<file path="src/rtl/lane_stage3_wq.sv">
// lane_stage3_wq: lane stage-3 VRF write queue.
// Converts groupCounter into (vd, offset), buffers writes in a DEPTH-entry
// circular FIFO, and issues them to the VRF write port over ready/valid.
// Tracks outstanding writes per instructionIndex and reports occupancy.
// Optional write-merge into the youngest entry: define LANE_STAGE3_WQ_MERGE_EN.
module lane_stage3_wq #(
  parameter int DATA_WIDTH  = 32,
  parameter int DEPTH       = 4,
  parameter int GROUP_WIDTH = 11,
  parameter int OFFSET_BITS = 7,
  parameter int VD_WIDTH    = 5,
  parameter int INST_IDX_W  = 3
) (
  input  logic                          clock,
  input  logic                          reset,
  input  logic                          enqueue_valid,
  output logic                          enqueue_ready,
  input  logic [GROUP_WIDTH-1:0]        enqueue_bits_groupCounter,
  input  logic [DATA_WIDTH-1:0]         enqueue_bits_data,
  input  logic [DATA_WIDTH/8-1:0]       enqueue_bits_mask,
  input  logic [VD_WIDTH-1:0]           enqueue_bits_vd,
  input  logic [INST_IDX_W-1:0]         enqueue_bits_instructionIndex,
  input  logic                          enqueue_bits_last,
  input  logic                          vrfWriteRequest_ready,
  output logic                          vrfWriteRequest_valid,
  output logic [VD_WIDTH-1:0]           vrfWriteRequest_bits_vd,
  output logic [OFFSET_BITS-1:0]        vrfWriteRequest_bits_offset,
  output logic [DATA_WIDTH/8-1:0]       vrfWriteRequest_bits_mask,
  output logic [DATA_WIDTH-1:0]         vrfWriteRequest_bits_data,
  output logic                          vrfWriteRequest_bits_last,
  output logic [INST_IDX_W-1:0]         vrfWriteRequest_bits_instructionIndex,
  output logic [(1<<INST_IDX_W)-1:0]    instructionPending,
  output logic [$clog2(DEPTH+1)-1:0]    occupancy
);

  localparam int MASK_W = DATA_WIDTH / 8;
  localparam int NINST  = 1 << INST_IDX_W;
  localparam int CNT_W  = $clog2(DEPTH + 1);
  localparam int PTR_W  = $clog2(DEPTH);

  logic [VD_WIDTH-1:0]    vdMem   [DEPTH];
  logic [OFFSET_BITS-1:0] offMem  [DEPTH];
  logic [MASK_W-1:0]      maskMem [DEPTH];
  logic [DATA_WIDTH-1:0]  dataMem [DEPTH];
  logic                   lastMem [DEPTH];
  logic [INST_IDX_W-1:0]  idxMem  [DEPTH];

  logic [PTR_W-1:0]       head, tail, headNext, tailNext;
  logic [CNT_W-1:0]       count;
  logic [CNT_W-1:0]       instCnt [NINST];
  logic [NINST-1:0]       incVec, decVec;

  logic                   enqFire, deqFire, mergeHit, alloc;
  logic [VD_WIDTH-1:0]    enqVd;
  logic [OFFSET_BITS-1:0] enqOffset;

  // Upper groupCounter bits step the register index; the sum wraps at VD_WIDTH.
  assign enqVd     = enqueue_bits_vd + VD_WIDTH'(enqueue_bits_groupCounter >> OFFSET_BITS);
  assign enqOffset = enqueue_bits_groupCounter[OFFSET_BITS-1:0];

  assign enqueue_ready         = (count != CNT_W'(DEPTH));
  assign vrfWriteRequest_valid = (count != '0);
  assign enqFire               = enqueue_valid & enqueue_ready;
  assign deqFire               = vrfWriteRequest_valid & vrfWriteRequest_ready;
  assign occupancy             = count;

  assign headNext = (head == PTR_W'(DEPTH - 1)) ? '0 : head + 1'b1;
  assign tailNext = (tail == PTR_W'(DEPTH - 1)) ? '0 : tail + 1'b1;

`ifdef LANE_STAGE3_WQ_MERGE_EN
  logic [PTR_W-1:0] tailPrev;
  assign tailPrev = (tail == '0) ? PTR_W'(DEPTH - 1) : tail - 1'b1;
  // Youngest entry must survive this cycle (not the sole entry being dequeued).
  assign mergeHit = enqFire && (count != '0) && !((count == CNT_W'(1)) && deqFire)
                    && (vdMem[tailPrev] == enqVd) && (offMem[tailPrev] == enqOffset)
                    && (idxMem[tailPrev] == enqueue_bits_instructionIndex)
                    && !lastMem[tailPrev];
`else
  assign mergeHit = 1'b0;
`endif

  assign alloc = enqFire & ~mergeHit;

  assign vrfWriteRequest_bits_vd               = vdMem[head];
  assign vrfWriteRequest_bits_offset           = offMem[head];
  assign vrfWriteRequest_bits_mask             = maskMem[head];
  assign vrfWriteRequest_bits_data             = dataMem[head];
  assign vrfWriteRequest_bits_last             = lastMem[head];
  assign vrfWriteRequest_bits_instructionIndex = idxMem[head];

  // Entry storage: fresh entry at tail, or fold a merge into the youngest entry.
  always_ff @(posedge clock) begin
    if (alloc) begin
      vdMem[tail]   <= enqVd;
      offMem[tail]  <= enqOffset;
      maskMem[tail] <= enqueue_bits_mask;
      dataMem[tail] <= enqueue_bits_data;
      lastMem[tail] <= enqueue_bits_last;
      idxMem[tail]  <= enqueue_bits_instructionIndex;
    end
`ifdef LANE_STAGE3_WQ_MERGE_EN
    else if (mergeHit) begin
      for (int unsigned b = 0; b < MASK_W; b++) begin
        if (enqueue_bits_mask[b]) dataMem[tailPrev][b*8 +: 8] <= enqueue_bits_data[b*8 +: 8];
      end
      maskMem[tailPrev] <= maskMem[tailPrev] | enqueue_bits_mask;
      lastMem[tailPrev] <= enqueue_bits_last;
    end
`endif
  end

  // FIFO pointers and entry count.
  always_ff @(posedge clock or posedge reset) begin
    if (reset) begin
      head  <= '0;
      tail  <= '0;
      count <= '0;
    end else begin
      if (alloc)   tail <= tailNext;
      if (deqFire) head <= headNext;
      if (alloc && !deqFire)      count <= count + 1'b1;
      else if (!alloc && deqFire) count <= count - 1'b1;
    end
  end

  // Per-instruction increment/decrement requests for this cycle.
  always_comb begin
    incVec = '0;
    decVec = '0;
    if (alloc)   incVec[enqueue_bits_instructionIndex] = 1'b1;
    if (deqFire) decVec[idxMem[head]] = 1'b1;
  end

  // Outstanding-write counters per instructionIndex.
  always_ff @(posedge clock or posedge reset) begin
    if (reset) begin
      for (int unsigned i = 0; i < NINST; i++) instCnt[i] <= '0;
    end else begin
      for (int unsigned i = 0; i < NINST; i++) begin
        if (incVec[i] && !decVec[i])      instCnt[i] <= instCnt[i] + 1'b1;
        else if (decVec[i] && !incVec[i]) instCnt[i] <= instCnt[i] - 1'b1;
      end
    end
  end

  // Pending flag per instruction.
  always_comb begin
    instructionPending = '0;
    for (int unsigned i = 0; i < NINST; i++) instructionPending[i] = (instCnt[i] != '0);
  end

endmodule

</file>
<file path="config.mk">
export PLATFORM = sky130hd
export DESIGN_NAME = lane_stage3_wq
export DESIGN_NICKNAME = d
export VERILOG_FILES = /design/src/rtl/lane_stage3_wq.sv
export SDC_FILE = /design/constraint.sdc
export NUM_CORES = 1
export LEC_CHECK = 0
export ABC_AREA = 1
export BUFFER_PORTS_ARGS = -buffer_cell sky130_fd_sc_hd__buf_2
export CAP_MARGIN = 20
export CORE_ASPECT_RATIO = 1.4
export CORE_MARGIN = 2
export CORE_UTILIZATION = 25
export DETAILED_ROUTE_END_ITERATION = 16
export GPL_ROUTABILITY_DRIVEN = 0
export HOLD_SLACK_MARGIN = 0.06
export PLACE_DENSITY_LB_ADDON = 0.2
export SLEW_MARGIN = 20
export SYNTH_ARGS = -nofsm -noshare
export SYNTH_HDL_FRONTEND = slang
export SYNTH_SLANG_ARGS = --single-unit
</file>
<file path="constraint.sdc">
create_clock -name clock -period 4.38 [get_ports clock]
set_input_delay 0.219 -clock clock [delete_from_list [all_inputs] [get_ports clock]]
set_output_delay 0.219 -clock clock [all_outputs]
set_load 0.005 [all_outputs]
</file>
=== Word-level counts from Yosys, hierarchy flattened ===
Memories as Yosys holds them, arrays and structs flattened.
Index checks and enable logic that the tools add are counted.

* Memories kept: 6
* Output and inout bits: 65
* Bits in registers: 31
* Logic and storage cells: 131
* Bits of input ports: 60
* Bits in writable memories: 208

* Reductions and logical operators: 56
* Multiplexer cells: 28
* Add/subtract/negate cells: 21
* Bitwise operators: 2
* Magnitude comparators: 4
* Eq/ne operators: 3

{| class="wikitable"
|+ Memories
! name !! words !! bits a word !! read ports !! clocked after Yosys merged registers in !! write ports !! line !! source
|-
| dataMem || 4 || 32 || 1 || 0 || 1 || 44 || <nowiki>logic [DATA_WIDTH-1:0] dataMem [DEPTH];</nowiki>
|-
| offMem || 4 || 7 || 1 || 0 || 1 || 42 || <nowiki>logic [OFFSET_BITS-1:0] offMem [DEPTH];</nowiki>
|-
| vdMem || 4 || 5 || 1 || 0 || 1 || 41 || <nowiki>logic [VD_WIDTH-1:0] vdMem [DEPTH];</nowiki>
|-
| maskMem || 4 || 4 || 1 || 0 || 1 || 43 || <nowiki>logic [MASK_W-1:0] maskMem [DEPTH];</nowiki>
|-
| idxMem || 4 || 3 || 1 || 0 || 1 || 46 || <nowiki>logic [INST_IDX_W-1:0] idxMem [DEPTH];</nowiki>
|-
| lastMem || 4 || 1 || 1 || 0 || 1 || 45 || <nowiki>logic lastMem [DEPTH];</nowiki>
|}

{| class="wikitable"
|+ Operator list
! operator !! count
|-
| 2-to-1 mux 3 bit || 18
|-
| adder 3 x 1 -> 3 bit, second input constant || 9
|-
| nonzero test 3 bit || 9
|-
| subtractor 3 x 1 -> 3 bit, second input constant || 9
|-
| logical AND 1 bit || 20
|-
| zero test 1 bit || 18
|-
| nonzero test 2 bit || 9
|-
| 2-to-1 mux 8 bit || 2
|-
| less-than comparator 3 x 4 -> 1 bit, second input constant || 2
|-
| demux 1 bit (select 3 bit) || 2
|-
| greater-or-equal comparator 3 x 1 -> 1 bit, second input constant || 2
|-
| adder 5 x 4 -> 5 bit || 1
|-
| adder 2 x 1 -> 2 bit, second input constant || 2
|-
| equality test 2 bit, second input constant || 2
|-
| 2-to-1 mux 1 bit || 4
|-
| 2-to-1 mux 2 bit || 2
|-
| inequality test 3 bit, second input constant || 1
|-
| bitwise AND 1 bit || 2
|}

=== Longest topological paths before layout ===
Gate-level depths: netlist of the first run.

* Depth after elaboration: 9
* Gate-level depth with buffers: 15
* Depth with buffers taken out: 14

=== Worst setup path before layout of the first run ===
No wires, ideal clock.

* Kind: reg-to-reg
* Start point: register count[0], in the netlist occupancy[0]
* End point: memory dataMem[0][0], enable pin
* Setup time: 0.462 ns
* Required time: 3.918 ns
* Arrival time: 2.930 ns
* Setup slack: 0.988 ns
* Path buffers: 0
* Clock period less this slack: 3.392 ns
* Cell stages (with the launch flop): 5
* Cells stage by stage: dfrtp_1 -> inv_1 -> nand3_1 -> nand2_1 -> nor2_1

* Cells in the longest elaborated chain, start to end: 4

{| class="wikitable"
|+ RTL lines
! item !! line !! source
|-
| start: declaration || 49 || <nowiki>logic [CNT_W-1:0] count;</nowiki>
|-
| start signal: assignment || 121 || <nowiki>if (alloc && !deqFire) count <= count + 1'b1;</nowiki>
|-
| start signal: assignment || 122 || <nowiki>else if (!alloc && deqFire) count <= count - 1'b1;</nowiki>
|-
| inequality test 3 bit || 61 || <nowiki>assign enqueue_ready = (count != CNT_W'(DEPTH));</nowiki>
|-
| named net enqueue_ready || 17 || <nowiki>output logic enqueue_ready,</nowiki>
|-
| bitwise AND 1 bit || 63 || <nowiki>assign enqFire = enqueue_valid & enqueue_ready;</nowiki>
|-
| 2-to-1 mux 1 bit || 93 || <nowiki>if (alloc) begin</nowiki>
|-
| 2-to-1 mux 1 bit (not written as such) || 97 || <nowiki>dataMem[tail] <= enqueue_bits_data;</nowiki>
|-
| end: declaration || 44 ||
|}

The timed path passes the listed nets, and every way through them passes these cells.

=== Worst setup path in the final report of the first run ===
* Start point: register head[0]
* End point: output port vrfWriteRequest_bits_data[0]

* Cells in the longest elaborated chain, start to end: 1

{| class="wikitable"
|+ RTL lines
! item !! line !! source
|-
| start: declaration || 48 || <nowiki>logic [PTR_W-1:0] head, tail, headNext, tailNext;</nowiki>
|-
| start signal: assignment || 120 || <nowiki>if (deqFire) head <= headNext;</nowiki>
|-
| memory (4 x 32 bit) || - ||
|-
| end: declaration || 29 || <nowiki>output logic [DATA_WIDTH-1:0] vrfWriteRequest_bits_data,</nowiki>
|}

No other way between the ends.

==> summary.txt, run 1 <==
Run status
  – Status: completed

GRT
  – First-pass GRT wire length: 35780 µm
  – Initial antenna violation count: 0
  – Largest net degree at the start of global routing: slightly below 90
  – Vias in the first global route: 6424
  – Total Routing Usage GR: 0.1155
  – GRT overflow: 0

Timing
  – # setup viols final: 0
  – Fin crit period: 3.114 ns
  – Slew @ Worst Pin: 0.9626 ns
  – Setup TNS: 0 ns
  – Unrepaired setup endpoints after global routing: false
  – Max Clk Rate: 0.3211 GHz
  – Slew HR: 0.3582
  – Max-slew violations: 0
  – Fin Clk Skew: 0.009331 ns
  – Final Cycle Share: 0.7109
  – Final hold vios: 0
  – Post-layout worst setup margin: 1.266 ns

Logic synthesis
  – Synth warnings: 0
  – Syn Area/Cell: 12.74 µm²
  – Post-synth EDFFs: 208
  – Synth area leader: edfxtp_1
  – Most used DFF post-synth: edfxtp_1
  – Cell variety after synth: 23
  – FF+latch count, synth: 239
  – Cells after Synth: 767
  – Area contributors post-synth: edfxtp_1, dfrtp_1, nor2_1
  – Fraction of registers with async set/reset: 0.1297
  – Syn nets: 855
  – Top cell type's share of synthesized area: 0.6394
  – Top-count cell post-synth: edfxtp_1
  – Sequential-to-total area share from yosys stat: 0.7188
  – Commonest cells in the netlist: edfxtp_1, nor2_1, nand2_1
  – Cell Area, Synth: 9768 µm²

Cells and area
  – Fraction of layout cells with a size suffix above 1: 0.1973
  – Antenna cells: 0
  – Net count, final: 1032
  – Post-route core utilization: 0.3213
  – Final cell count without fillers: 1485
  – Area Overhead vs Synth: 26.62%

Drt
  – Via/cell ratio: 4.216
  – Post-route ant nets: 0
  – Drt pass-1 iters: 6
  – Final wirelength: 23560 µm
  – Starting DRT DRC Count: about 270
  – Vias after detailed routing: ~6300
  – Routed wire per std cell: around 16 µm
  – DRC: 0

Worst setup path
  – R2r startpoint: head[0]
  – CP Launch Type: flip-flop
  – CP Data Required Time: 4.16 ns
  – Critical path type: flip-flop to output port
  – CP Capture Type: output port
  – Largest stage delay, worst path: 0.65 ns
  – Worst R2R Path Depth: 11
  – Flop2flop setup slack: 1.39 ns
  – CP max FO: 60
  – CP startpoint: head[0]
  – Slowest CP cell: buf_4
  – CP Cell Sequence: clkinv_2 -> buf_4 -> o21ai_0 -> o22ai_1 -> buf_2
  – Crit path DAT: 2.89 ns
  – R2r endpoint: instCnt[4]
  – Crit path to: vrfWriteRequest_bits_data[0]

Pwr
  – Power Dens Cells: approximately 670 nW/µm²
  – Leakage power: 4.621 nW
  – VDD IR max: ~300 µV

Placement
  – DPL Wire Length: 14240 µm
  – Setup slack at placement: 1.341 ns
  – # port buffers: 124
  – Dpl cells: approximately 1400

CTS
  – Clock net sink count: about 240
  – TritonCTS clock tree: built
  – Hold-fix buffers, CTS: 49
  – CTS resizes: 0
  – Setup Buffers After CTS: 0
  – Clock-pin slew on the worst setup and hold paths: 0.06 ns
  – Max Root-Sink Buffers: 3
  – Worst skew pair latency: about 0.53 ns
  – Clk Tree Root Cell: clkbuf_16
  – TritonCTS buffer count: 26
  – H-tree depth: 1

Floorplanning
  – Num ports: 125
  – Starting Density: 0.2537
  – Die Ht: 237.9 µm
  – Die area: between 40000 and 50000 µm²
  – Die Wd: 171.1 µm
  – Core area: 38500 µm²
  – # rows: 85

Worst hold path
  – Hold crit path type: input pin to flip-flop

Flow run
  – Max Cap Violations: 0
## power breakdown
part           total (W)  internal [W]  switching [W]
Sequential       0.00330       0.00305       0.000251
Combinational    0.00275      0.000995        0.00175
Clock            0.00224       0.00136       0.000877
## flip-flops by register name, summed over array words and instances (netlist names)
name / count
lastMem: 4
vdMem: 20
instCnt: 24
maskMem: 16
occupancy: 3
dataMem: 128
tail: 2
head: 2
idxMem: 12
offMem: 28
## critical path, delay by kind of cell (launching register included)
kind,cells,cell delay [ns]
DFF,1,0.58
AOI/OAI and AO/OA,2,0.45
buffers and inverters,3,1.33
## per-stage QoR
step / total power (W) / area, µm² / hold WS, ns
floorplan: 0.004998 / 9768 / 0.3179
global placement: 0.006146 / 11000 / 0.3585
detailed placement: 0.006169 / 11000 / 0.3642
CTS: 0.008488 / 12370 / 0.06690
global route: 0.008890 / 12370 / 0.07497
finish: 0.008288 / 12370 / 0.08171
## metal layers
layer / wire length [µm] / GRT usage / part of all wire / vias to the layer above
li1: - / - / - / 3054
met1: 9601 / 0.1324 / 0.41 / 3067
met2: 12380 / 0.2124 / 0.53 / 111
met3: 1147 / 0.02554 / 0.049 / 29
met4: 430 / 0.03441 / 0.018 / 0
met5: 0 / 0 / 0 / -
## worst min-delay path by stage
stage                       start      endpoint  cells past startpoint
2_1_floorplan               reset       head[0]                      1
3_3_place_gp                reset  occupancy[2]                      3
3_5_place_dp                reset  occupancy[0]                      3
4_1_cts        enqueue_bits_vd[0]   vdMem[2][0]                      2
5_1_grt        enqueue_bits_vd[0]   vdMem[2][0]                      2
6_report       enqueue_bits_vd[0]   vdMem[2][0]                      2
## cell usage in the layout, fill, tap and decap left out, types with 2 or more instances in the layout
master | synthesis | final
nand3_1 | 17 | 17
xnor2_1 | 9 | 9
o21ai_0 | 84 | 84
nor2_1 | 124 | 120
dfrtp_1 | 31 | 29
inv_2 | 2 | 2
nor2_4 | 0 | 4
dlygate4sd3_1 | 0 | 49
inv_1 | 45 | 44
buf_2 | 18 | 124
nand2_1 | 94 | 94
bufinv_16 | 0 | 4
o22ai_1 | 49 | 49
buf_4 | 1 | 9
xor2_1 | 12 | 12
nor2_2 | 2 | 2
clkbuf_1 | 13 | 4
a21oi_1 | 6 | 6
clkinv_2 | 0 | 8
clkbuf_16 | 0 | 27
o21ai_1 | 17 | 17
ha_1 | 18 | 18
or2_2 | 3 | 3
clkinv_1 | 0 | 3
edfxtp_1 | 208 | 208
fa_1 | 10 | 10
mux2_2 | 2 | 2
## final cells by class
type	instances	area, µm²
fill	3940	26130
sequential	239	7027
multi-input combinational	447	2439
timing repair buffer	183	1199
clock buffer	31	690.7
tap	522	653.1
clock inverter	16	182.7
inverter	47	177.7
## cells by family after synthesis
group | synth area share
buffers and inverters | 0.03458
flip-flops | 0.7188
multiplexers | 0.002305
AO/OA/AOI/OAI | 0.08620
XOR/XNOR | 0.01883
adder cells (fa/ha/maj) | 0.04355
AND/OR/NAND/NOR | 0.09568
No activity file was read; power rests on OpenSTA's default activity.
==> run 2: changes to the inputs <==
- ABC_AREA: 1 -> 0
- clock period: 4.38 -> 3.3 ns (I/O delays scaled with it)
==> summary.txt, run 2 <==
Worst setup path
  – CP Launch Type: flip-flop (unchanged)
  – Worst path top cell family by delay: buffers and inverters (unchanged)
  – Crit path to: vrfWriteRequest_bits_data[4] (was vrfWriteRequest_bits_data[0])
  – CP Data Required Time: 3.13 ns (was 4.16 ns)
  – R2r startpoint: head[0] (unchanged)
  – Critical path buffers and inverters: 3 (unchanged)
  – Slowest CP cell: buf_4 (unchanged)
  – Largest stage delay, worst path: 0.61 ns (was 0.65 ns)
  – Crit path DAT: 2.83 ns (was 2.89 ns)
  – Crit path depth: 4 (was 5)
  – CP startpoint: head[0] (unchanged)
  – CP most frequent cell: buf_4
  – Critical path type: flip-flop to output port (unchanged)
  – CP Cell Sequence: buf_4 -> buf_4 -> mux4_2 -> buf_2 (was clkinv_2 -> buf_4 -> o21ai_0 -> o22ai_1 -> buf_2)
  – Flop2flop setup slack: 0.81 ns (was 1.39 ns)
  – CP Capture Type: output port (unchanged)
  – CP max FO: 30 (was 60)
  – Worst R2R Path Depth: 9 (was 11)
  – R2r endpoint: instCnt[8] (was instCnt[4])

Logic synthesis
  – Top cell type's share of synthesized area: 0.6619 (was 0.6394)
  – Most used DFF post-synth: edfxtp_1 (unchanged)
  – Cell Area, Synth: 9437 µm² (was 9768 µm²)
  – Syn Area/Cell: 21.21 µm² (was 12.74 µm²)
  – Synth area leader: edfxtp_1 (unchanged)
  – Post-synth EDFFs: 208 (unchanged)
  – Syn nets: 533 (was 855)
  – Synth warnings: 0 (unchanged)
  – FF+latch count, synth: 239 (unchanged)
  – Cells after Synth: 445 (was 767)
  – Fraction of registers with async set/reset: 0.1297 (unchanged)
  – Area contributors post-synth: edfxtp_1, mux4_2, dfrtp_1 (was edfxtp_1, dfrtp_1, nor2_1)
  – Cell variety after synth: 30 (was 23)
  – Sequential-to-total area share from yosys stat: 0.7441 (was 0.7188)
  – Commonest cells in the netlist: edfxtp_1, mux4_2, dfrtp_1 (was edfxtp_1, nor2_1, nand2_1)
  – Top-count cell post-synth: edfxtp_1 (unchanged)

Timing
  – Setup TNS: 0 ns (unchanged)
  – Final hold vios: 0 (unchanged)
  – Fin Clk Skew: 0.009048 ns (was 0.009331 ns)
  – Slew @ Worst Pin: 0.7890 ns (was 0.9626 ns)
  – Unrepaired setup endpoints after global routing: false (unchanged)
  – Max-slew violations: 0 (unchanged)
  – # setup viols final: 0 (unchanged)
  – Fin crit period: 2.999 ns
  – Final Cycle Share: 0.9089
  – Slew HR: 0.4740 (was 0.3582)
  – Max Clk Rate: 0.3334 GHz

Cells and area
  – Filler instances: 3641 (was 3940)
  – Fraction of layout cells with a size suffix above 1: 0.3739 (was 0.1973)
  – Final instance area: 12160 µm² (was 12370 µm²)
  – Net count, final: 735 (was 1032)
  – Multi-input gate area: 2306 µm² (was 2439 µm²)
  – Commonest non-fill, non-tap cell in the layout: edfxtp_1 (unchanged)
  – Post-route core utilization: 0.3249 (was 0.3213)
  – Top flop regs: dataMem x128, offMem x28, instCnt x24 (unchanged)
  – Area Overhead vs Synth: 28.83% (was 26.62%)
  – Antenna cells: 0 (unchanged)
  – Most flop-heavy register: dataMem (unchanged)
  – Register area: 7027 µm² (unchanged)
  – Most frequent cells in the layout: edfxtp_1, buf_2, mux4_2, dlygate4sd3_1, dfrtp_1 (was edfxtp_1, buf_2, nor2_1)
  – Max reg flops: 128 (unchanged)

Flow run
  – Max Cap Violations: 0 (unchanged)

CTS
  – TritonCTS clock tree: built (unchanged)
  – Clock net sink count: 239 (unchanged)
  – CTS resizes: 0 (unchanged)
  – Worst skew pair latency: 0.54 ns (was 0.53 ns)
  – TritonCTS buffer count: 26 (unchanged)
  – Clock-pin slew on the worst setup and hold paths: 0.06 ns (about the same)
  – H-tree depth: 1 (unchanged)
  – Setup Buffers After CTS: 0 (unchanged)
  – Clk Tree Root Cell: clkbuf_16 (unchanged)
  – Max Root-Sink Buffers: 3 (unchanged)

Pwr
  – Leakage power: 4.336 nW (was 4.621 nW)
  – Power Dens Cells: 870.2 nW/µm² (was 670.1 nW/µm²)
  – VDD IR max: 377.0 µV (was 298.6 µV)

GRT
  – Vias in the first global route: 5471 (was 6424)
  – Total Routing Usage GR: 0.1060 (was 0.1155)
  – Initial antenna violation count: 1 (was 0)
  – Largest net degree at the start of global routing: 50 (was 89)
  – GRT overflow: 0 (unchanged)
  – First-pass GRT wire length: 31640 µm (was 35780 µm)

Floorplanning
  – Die Wd: 168.2 µm (was 171.1 µm)
  – Die area: 39340 µm² (was 40690 µm²)
  – Core area: 37420 µm² (was 38500 µm²)
  – Starting Density: 0.2522 (was 0.2537)
  – Num ports: 125 (unchanged)
  – Die Ht: 233.9 µm (was 237.9 µm)
  – # rows: 84 (was 85)

Drt
  – Post-route ant nets: 0 (unchanged)
  – DRC: 0 (unchanged)
  – Final wirelength: 20600 µm (was 23560 µm)
  – Routed wire per std cell: 18.09 µm (was 15.87 µm)
  – Vias after detailed routing: 4798 (was 6261)
  – Drt pass-1 iters: 4 (was 6)
  – Via/cell ratio: 4.212 (was 4.216)
  – Starting DRT DRC Count: 247 (was 269)

Run status
  – Status: completed (unchanged)

Placement
  – Placed inst area: 10710 µm² (was 11000 µm²)
  – # port buffers: 124 (unchanged)
  – DPL Wire Length: 13160 µm (was 14240 µm)

Worst hold path
  – Hold crit path type: input pin to flip-flop (unchanged)
-- run 2: final cells by class --
cell class              instances  share of cell area
flip-flops and latches        239              0.5780
clock buffers                  29             0.05445
well taps                     473             0.04868
multi-input cells             180              0.1897
repair buffers                187              0.1037
inverters                      13            0.004014
clock inverters                18             0.02141
-- run 2: what timing repair did --
action                                 in CTS  in global routing
endpoints found under the hold margin     231                  0
setup endpoints to repair                   0                  0
hold buffers                               52                  0
-- run 2: layer usage --
layer | global-route usage | up-vias | wire length, µm
met5 | 0 | - | 13
met4 | 0.04122 | 2 | 503
met3 | 0.02025 | 33 | 949
met2 | 0.2058 | 100 | 11350
met1 | 0.1123 | 2487 | 7784
li1 | - | 2176 | -
-- run 2: through the flow --
stage	setup slack, ns	hold slack, ns	total power (W)	instances
4_1_cts	0.1823	0.07409	0.01084	1139
3_5_place_dp	0.7606	0.2804	0.007605	1040
3_3_place_gp	0.7986	0.2666	0.007487	1040
5_1_grt	0.04870	0.1034	0.01121	1139
2_1_floorplan	0.8860	0.2639	0.006287	445
6_report	0.3005	0.1013	0.01058	1139
-- run 2: cells by family (layout without fill, tap and decap cells) --
| logic type | Yosys count | in the layout | share of synthesized area |
|---|---|---|---|
| flops | 239 | 239 | 0.7441 |
| mux | 64 | 64 | 0.1384 |
| simple gates | 52 | 52 | 0.02824 |
| xor+xnor | 30 | 30 | 0.02784 |
| fa+ha+maj | 28 | 28 | 0.04508 |
| buf+inv | 26 | 247 | 0.01206 |
| compound gates | 6 | 6 | 0.004243 |
-- run 2: worst min path at each step --
stage,from,end,cells past startpoint
floorplan,enqueue_bits_data[0],dataMem[0][0],0
CTS,enqueue_bits_groupCounter[8],vdMem[0][1],2
finish,enqueue_bits_groupCounter[8],vdMem[0][1],2
global placement,reset,instCnt[8],3
detailed placement,reset,instCnt[6],3
global route,enqueue_bits_groupCounter[8],vdMem[2][1],2
-- run 2: report_power, final --
part           leakage [nW]  switching (W)  internal [W]
sequential             2.27       0.000311       0.00408
clock                 0.455        0.00120       0.00192
combinational          1.61        0.00156       0.00151
total                  4.34        0.00307       0.00751
